## src/rtl/uart_tx_serializer.sv

```systemverilog
// UART transmit framing stage: start, DATA_BITS data (LSB first), optional parity, STOP_BITS stop bits.
// Optional parity bit is compiled in with the UART_TX_PARITY_EN macro.
module uart_tx_serializer #(
   parameter int DATA_BITS  = 8,
   parameter int STOP_BITS  = 1,
   parameter bit PARITY_ODD = 1'b0
) (
   input  logic                 clk,
   input  logic                 rst,
   input  logic                 tx_start,
   input  logic [DATA_BITS-1:0] tx_data,
   input  logic                 end_bit_time,
   output logic                 bit_en,
   output logic                 bit_clr,
   output logic                 tx,
   output logic                 tx_busy,
   output logic                 tx_done
);

   localparam int IDX_W = 4;
   localparam logic [IDX_W-1:0] LAST_IDX  = IDX_W'(DATA_BITS - 1);
   localparam logic             LAST_STOP = 1'(STOP_BITS - 1);

   localparam logic [2:0] S_IDLE   = 3'd0;
   localparam logic [2:0] S_START  = 3'd1;
   localparam logic [2:0] S_DATA   = 3'd2;
`ifdef UART_TX_PARITY_EN
   localparam logic [2:0] S_PARITY = 3'd3;
`endif
   localparam logic [2:0] S_STOP   = 3'd4;

   logic [2:0]           state_q, state_d;
   logic [DATA_BITS-1:0] shift_q, shift_d;
   logic [IDX_W-1:0]     idx_q, idx_d;
   logic                 stop_q, stop_d;
   logic                 tx_q, tx_d;
   logic                 busy_q, busy_d;
   logic                 done_q, done_d;
   logic                 en_q, en_d;
   logic                 clr_q, clr_d;
   logic                 bit_end_s;
`ifdef UART_TX_PARITY_EN
   logic                 par_q, par_d;
`else
   localparam bit unused_parity_odd = PARITY_ODD;
`endif

   assign bit_end_s = (state_q != S_IDLE) && en_q && end_bit_time;

   // Next-state, datapath and registered-output values; outputs follow the next state.
   always_comb begin
      state_d = state_q;
      shift_d = shift_q;
      idx_d   = idx_q;
      stop_d  = stop_q;
      done_d  = 1'b0;
      clr_d   = 1'b0;
`ifdef UART_TX_PARITY_EN
      par_d   = par_q;
`endif
      case (state_q)
         S_IDLE: begin
            if (tx_start) begin
               state_d = S_START;
               shift_d = tx_data;
               clr_d   = 1'b1;
`ifdef UART_TX_PARITY_EN
               par_d   = (^tx_data) ^ PARITY_ODD;
`endif
            end else begin
               state_d = S_IDLE;
            end
         end
         S_START: begin
            if (bit_end_s) begin
               state_d = S_DATA;
               idx_d   = {IDX_W{1'b0}};
            end else begin
               state_d = S_START;
            end
         end
         S_DATA: begin
            if (bit_end_s) begin
               if (idx_q == LAST_IDX) begin
`ifdef UART_TX_PARITY_EN
                  state_d = S_PARITY;
`else
                  state_d = S_STOP;
`endif
                  stop_d  = 1'b0;
               end else begin
                  shift_d = shift_q >> 1;
                  idx_d   = idx_q + 4'd1;
               end
            end else begin
               state_d = S_DATA;
            end
         end
`ifdef UART_TX_PARITY_EN
         S_PARITY: begin
            if (bit_end_s) begin
               state_d = S_STOP;
               stop_d  = 1'b0;
            end else begin
               state_d = S_PARITY;
            end
         end
`endif
         S_STOP: begin
            if (bit_end_s) begin
               if (stop_q == LAST_STOP) begin
                  state_d = S_IDLE;
                  done_d  = 1'b1;
               end else begin
                  stop_d  = stop_q + 1'b1;
               end
            end else begin
               state_d = S_STOP;
            end
         end
         default: begin
            state_d = S_IDLE;
         end
      endcase

      case (state_d)
         S_IDLE:   tx_d = 1'b1;
         S_START:  tx_d = 1'b0;
         S_DATA:   tx_d = shift_d[0];
`ifdef UART_TX_PARITY_EN
         S_PARITY: tx_d = par_d;
`endif
         S_STOP:   tx_d = 1'b1;
         default:  tx_d = 1'b1;
      endcase

      busy_d = (state_d != S_IDLE);
      en_d   = (state_d != S_IDLE);
   end

   // State and output registers with synchronous reset.
   always_ff @(posedge clk) begin
      if (rst) begin
         state_q <= S_IDLE;
         shift_q <= {DATA_BITS{1'b0}};
         idx_q   <= {IDX_W{1'b0}};
         stop_q  <= 1'b0;
         tx_q    <= 1'b1;
         busy_q  <= 1'b0;
         done_q  <= 1'b0;
         en_q    <= 1'b0;
         clr_q   <= 1'b0;
`ifdef UART_TX_PARITY_EN
         par_q   <= 1'b0;
`endif
      end else begin
         state_q <= state_d;
         shift_q <= shift_d;
         idx_q   <= idx_d;
         stop_q  <= stop_d;
         tx_q    <= tx_d;
         busy_q  <= busy_d;
         done_q  <= done_d;
         en_q    <= en_d;
         clr_q   <= clr_d;
`ifdef UART_TX_PARITY_EN
         par_q   <= par_d;
`endif
      end
   end

   assign tx      = tx_q;
   assign tx_busy = busy_q;
   assign tx_done = done_q;
   assign bit_en  = en_q;
   assign bit_clr = clr_q;

endmodule

```

## config.mk

```make
export PLATFORM = sky130hd
export DESIGN_NAME = uart_tx_serializer
export DESIGN_NICKNAME = d
export VERILOG_FILES = /design/src/rtl/uart_tx_serializer.sv
export SDC_FILE = /design/constraint.sdc
export NUM_CORES = 1
export LEC_CHECK = 0
export ABC_AREA = 1
export CAP_MARGIN = 20
export CORE_MARGIN = 5
export CORE_UTILIZATION = 35
export CTS_BUF_LIST = sky130_fd_sc_hd__clkbuf_8 sky130_fd_sc_hd__clkbuf_16
export DETAILED_ROUTE_END_ITERATION = 16
export SYNTH_ARGS = -nofsm -noshare
export SYNTH_HDL_FRONTEND = slang
export SYNTH_SLANG_ARGS = --single-unit
```

## constraint.sdc

```tcl
create_clock -name clk -period 2.05 [get_ports clk]
set_clock_uncertainty 0.2 [all_clocks]
set_input_delay 0.3075 -clock clk [delete_from_list [all_inputs] [get_ports clk]]
set_output_delay 0.3075 -clock clk [all_outputs]
set_load 0.005 [all_outputs]
```

==> results of run 1 <==
## power by group through the flow
stage                     clock [W]  sequential (W)  combinational, W
after floorplan                   0        0.000407         0.0000707
after global placement            0        0.000409          0.000122
after detailed placement          0        0.000409          0.000123
after CTS                  0.000267        0.000401          0.000123
after global routing       0.000279        0.000403          0.000137
final                      0.000251        0.000401          0.000122
## kinds of logic after synthesis
logic type                 Yosys count
xor gates and xnor gates             2
buffers and inverters               15
DFF                                 19
adders and majority gates            1
and+or+nand+nor                     73
AOI/OAI and AO/OA                   21
## per-stage QoR
step | cells | total power, W
2_1_floorplan | 131 | 0.000478
3_3_place_gp | 176 | 0.000531
3_5_place_dp | 176 | 0.000532
4_1_cts | 180 | 0.000792
5_1_grt | 180 | 0.000819
6_report | 180 | 0.000774
## worst paths after layout
path	startpoint	to	slack [ns]	cells past startpoint
worst max register to register	idx_q[0]$_SDFFE_PP0P_	shift_q[6]$_SDFFE_PP0P_	0.40	7
worst min register to register	shift_q[0]$_SDFF_PP0_	shift_q[0]$_SDFF_PP0_	0.26	2
worst max-delay path	idx_q[0]$_SDFFE_PP0P_	shift_q[6]$_SDFFE_PP0P_	0.40	7
worst min-delay path	shift_q[0]$_SDFF_PP0_	shift_q[0]$_SDFF_PP0_	0.26	2
## cells in the mapped netlist (all sizes together)
master / number
nand3: 8
inv: 13
dfxtp: 19
ha: 1
o21ai: 1
nor2: 18
clkbuf: 1
xor2: 1
buf: 1
nand2: 46
nor3: 1
a21oi: 19
o211ai: 1
xnor2: 1
## registers in the layout, indices dropped and copies added, names as in the netlist
register,cells
state_q,3
shift_q,8
tx,1
bit_clr,1
bit_en,1
tx_done,1
idx_q,4
## tightest hold or removal path: cells and delay by family, from the launching register on
family / cells / cell delay [ns]
flip-flops: 1 / 0.31
AND/OR/NAND/NOR: 1 / 0.06
AO/OA/AOI/OAI: 1 / 0.05
## routing by layer
layer  track usage, %  wire length, µm  up-vias
li1                 -                -      451
met1             13.9              931      385
met2             18.9              940       15
met3             3.77              101        4
met4             6.81               27        0
met5                0                0        -
## layout make-up
type                    instances  area (µm²)  area share, %
clock buffers                   3        41.3           3.59
multi-input cells              97         468           40.7
well taps                      30        37.5           3.26
repair buffers                 17         168           14.6
flip-flops and latches         19         380           33.1
inverters                      13        51.3           4.46
clock inverters                 1        3.75          0.326
==> results.txt, run 1 <==
Site row count - 18
CP max stage delay - 0.38 ns
Most frequent cells in the layout - 43 x nand2_1, 19 x dfxtp_1, 17 x nor2_1, 17 x a21oi_1, 16 x clkdlybuf4s50_1
Distinct cells, synth - 22
Critical path's slowest cell - dfxtp_1
Leakage power - 0.469 nW
Critical path peak fanout - 10
Core Util, Final - 46.4%
Crit path required time - 2.03 ns
Post-CTS Setup Repair Bufs - 0
P_sw - 0.000194 W
I/O Buffers - 16
Cell taking the most area after synthesis - dfxtp_1
Status - completed
Setup TNS - 0 ns
Synth Warn # - 0
Area added between synthesis and finish - 26.2%
Final setup vio count - 0
CP dominant cell by count - nand2_4
Initial antenna violation count - 0
Hold_buf cts - 0
Die area - 3720 µm²
Total CTS buffers - 3
DRC viols - 0
Detailed placer's ending HPWL - 1530 µm
Final ANT Viol Nets - 0
Total global-route track usage - 11.8%
Tmin final - 1.65 ns
# Max-Cap Violations - 0
Compound-Gate Fraction of Synth Area - 12.6%
Die X - 61.0 µm
Post-synthesis average cell area - 6.95 µm²
Number of global-route vias before repair - 781
Cts repair resizes - 0
CTS tree - yes
Drt pass-1 iters - 4
Worst path cell trace - ha_1, nand3_1, nand3_4, nand2_4, nand2_4, nand2_1, a21oi_1
Vias per cell - 4.75
I/O pin count - 17
Sequential fraction of the synthesis area - 41.8%
Critical Path Start Type - register
Largest net degree at the start of global routing - 11
Internal power - 0.000581 W
H-tree Lvls - 1
Syn_nets - 144
Synth top area cells - dfxtp_1 42%, nand2_1 18%, a21oi_1 9.3%, nor2_1 7.0%, inv_1 4.5%
PnR worst setup slack - 0.404 ns
Synth Area in Adders - 1.37%
Remaining Overflow, GRT - 0
Root buf cell - clkbuf_8
Switch share - 25.0%
Mux cell area share after synthesis - 0%
Fin nets - 164
Post-Synth XOR/XNOR Area - 1.92%
Leading cell type in the layout, fill and taps excluded - nand2_1
Initial Utilization - 36.8%
Synth Register Bits - 19
CORE AREA - 2480 µm²
Filler instances - 274
Crit path buf inv count - 0
Gpl congestion - 0.885
Slew headroom - 81.1%
Worst slack, placed - 0.193 ns
Worst skew pair latency - 0.25 ns
CP delay by family, top - simple AND/OR/NAND/NOR gates
Clock Path Buffers - 2
First-pass GRT wire length - 3240 µm
RSZ-0062 raised after global routing - false
Worst Max-Slew Pin Slew - 0.284 ns
Ratio of cells with drive above 1 in the final layout - 9.33%
Vias - 855
Wirelength per Cell - 11.1 µm
Post-Synth Simple-Gate Area - 35.4%
N_diodes - 0
Peak VDD IR - 354 µV
Die Y - 61.0 µm
WL final - 2000 µm
Finished Cell Area - 1150 µm²
Max-slew violations - 0
Post-Syn Area - 911 µm²
WS Path Type - reg -> reg
Yosys top cell area share - 41.8%
CP Data Arrival Time - 1.63 ns
Clk slew on worst S/H paths - 0.07 ns
HP Class - reg -> reg
DP Area - 1100 µm²
PD cells - 673 nW/µm²
Hold Fails Final Rpt - 0
Period utilization - 80.3%
WHS - 0.264 ns
F_max - 0.608 GHz
DRT iter0 DRCs - 23
Synth Instances - 131
Clock power share - 32.4%
Largest family of logic cells by synthesized area - simple AND/OR/NAND/NOR gates
Sequential share of power - 51.8%
Critical path endpoint category - register
CTS sink cnt - 19
Comb pwr share - 15.8%
Power figures use the tool's default switching activity.
==> run 2, diff against run 1 <==
==> constraint.sdc (replaced) <==
create_clock -name clk -period 1.55 [get_ports clk]
set_clock_uncertainty 0.2 [all_clocks]
set_input_delay 0.2325 -clock clk [delete_from_list [all_inputs] [get_ports clk]]
set_output_delay 0.2325 -clock clk [all_outputs]
set_load 0.005 [all_outputs]
==> run 2 against run 1 <==
Compared with the run above:
- combinational power grew 52%
- first-iteration DRC count grew 120%
- total power grew 37%
- sequential share of layout area shrank 3.3 points
- via count grew 8.0%
- register-to-register slack lost 0.29 ns
- design area grew 13%
- setup slack lost 0.34 ns
- global-route usage grew 1.9 points
- core utilization grew 6.1 points
- cell count grew 5.6%
- routed wire length grew 8.0%
- critical endpoint is now tx_done
- largest cell class unchanged
==> results.txt, run 2 (same netlist as run 1, synthesis figures left out) <==
Status - completed
Worst R2R Path Depth - 8
CTS tree - yes
Slew headroom - 85.1%
Site row count - 18
Worst slack, placed - -0.213 ns
Crit path required time - 1.12 ns
PnR worst setup slack - 0.0612 ns
Fin nets - 174
CP max stage delay - 0.49 ns
Vias per cell - 4.86
Hold Path Cell Cnt - 2
Max FFs per register - 8
Clock Path Buffers - 2
Critical path's slowest cell - clkdlybuf4s50_1
DRC viols - 0
Detail Route met2 WL - 1060 µm
Area added between synthesis and finish - 42.7%
WHS - 0.261 ns
Filler instances - 267
Initial Utilization - 36.8%
Clk slew on worst S/H paths - 0.07 ns
Final ANT Viol Nets - 0
Wirelength per Cell - 11.4 µm
Critical Path Start Type - register
First-pass GRT wire length - 3800 µm
Hold Fails Final Rpt - 0
PD cells - 814 nW/µm²
CTS sink cnt - 19
Critical path peak fanout - 1
Ratio of cells with drive above 1 in the final layout - 22.5%
Regs by FF count - shift_q (8), idx_q (4), state_q (3)
Crit path buf inv count - 1
Root buf cell - clkbuf_8
Initial antenna violation count - 0
Metal3 WL - 92 µm
HP Class - reg -> reg
Core Util, Final - 52.5%
Total CTS buffers - 3
Die X - 61.0 µm
Gpl congestion - 0.808
Tmin final - 1.49 ns
Worst Max-Slew Pin Slew - 0.223 ns
Die area - 3720 µm²
Largest net degree at the start of global routing - 12
I/O pin count - 17
Leakage power - 0.551 nW
Hold_buf cts - 0
Number of global-route vias before repair - 869
Remaining Overflow, GRT - 0
DRT iter0 DRCs - 50
Max-slew violations - 0
F_max - 0.672 GHz
Most frequent cells in the layout - 43 x nand2_1, 17 x a21oi_1, 16 x nor2_1
Total global-route track usage - 13.7%
Period utilization - 96.1%
CORE AREA - 2480 µm²
Critical path depth in cells - 1
WS Path Type - reg -> out
Critical path endpoint category - output pin
Placed Cells - 186
Final Non-Filler Cells - 190
RSZ-0062 raised after global routing - true
N_diodes - 0
Peak VDD IR - 663 µV
H-tree Lvls - 1
Die Y - 61.0 µm
Vias - 923
I/O Buffers - 16
Post-CTS Setup Repair Bufs - 0
# Max-Cap Violations - 0
CP delay by family, top - buffers and inverters
CP Data Arrival Time - 1.06 ns
Final setup vio count - 0
Wl on met1 - 965 µm
WL final - 2160 µm
Detailed placer's ending HPWL - 1610 µm
Leading cell type in the layout, fill and taps excluded - nand2_1
Drt pass-1 iters - 5
Max layer used - met4
Biggest register - shift_q
Worst path cell trace - clkdlybuf4s50_1
Worst skew pair latency - 0.25 ns
==> run 2: cell types whose count changed in the layout (fill, tap and decap cells not counted), moves of 2 or more <==
cell	before	now
buf_4	1	10
clkdlybuf4s50_1	16	14
dfxtp_1	19	14
dfxtp_2	0	5
dlymetal6s2s_1	0	2
inv_1	12	8
inv_2	1	4
nand3_4	1	3
==> run 2: metrics by stage <==
| stage | total power [W] | cell area [µm²] | TNS (ns) |
|---|---|---|---|
| 2_1_floorplan | 0.000632 | 911 | 0 |
| 3_3_place_gp | 0.000721 | 1190 | -2.05 |
| 3_5_place_dp | 0.000721 | 1190 | -2.43 |
| 4_1_cts | 0.00107 | 1250 | 0 |
| 5_1_grt | 0.00113 | 1300 | -0.0435 |
| 6_report | 0.00106 | 1300 | 0 |
==> run 2: where the power goes <==
| part | switching, W | leakage (nW) | internal, W |
|---|---|---|---|
| logic | 0.0000915 | 0.368 | 0.0000934 |
| clock network | 0.000162 | 0.0255 | 0.000179 |
| registers | 0.0000176 | 0.157 | 0.000515 |
==> run 2: metal layers <==
metal  global-route usage, %  up-vias
li1                        -      476
met1                    17.3      425
met2                    22.3       17
met3                    2.52        5
met4                    7.12        0
met5                       0        -
==> run 2: final cells by class <==
| type | count | area [µm²] | area share (%) |
|---|---|---|---|
| clock inverters | 1 | 5.00 | 0.385 |
| flip-flops and latches | 19 | 387 | 29.7 |
| multi-input cells | 97 | 515 | 39.7 |
| repair buffers | 27 | 260 | 20.0 |
| well taps | 30 | 37.5 | 2.89 |
| inverters | 13 | 53.8 | 4.14 |
| clock buffers | 3 | 41.3 | 3.18 |
==> run 2: path summary, 6_finish.rpt <==
check	start	end	slack (ns)
min reg2reg	shift_q[0]$_SDFF_PP0_	shift_q[0]$_SDFF_PP0_	0.26
min	shift_q[0]$_SDFF_PP0_	shift_q[0]$_SDFF_PP0_	0.26
max	tx_done$_SDFF_PP0_	tx_done	0.06
max reg2reg	state_q[0]$_SDFF_PP0_	idx_q[3]$_SDFFE_PP0P_	0.11
==> run 2: repair_timing <==
item	in CTS	in global routing
gates resized for setup	3	16
pin swaps	1	2
endpoints found under the setup margin	8	16
==> run 2: worst register-to-register path, cell delays in order, from the launching register on <==
cell and delay (ns):
dfxtp_2 0.40, inv_2 0.08, nand3_4 0.13, nand2_1 0.07, nand2_1 0.12, inv_1 0.05
nand2_1 0.11, nand2_1 0.06, a21oi_1 0.15
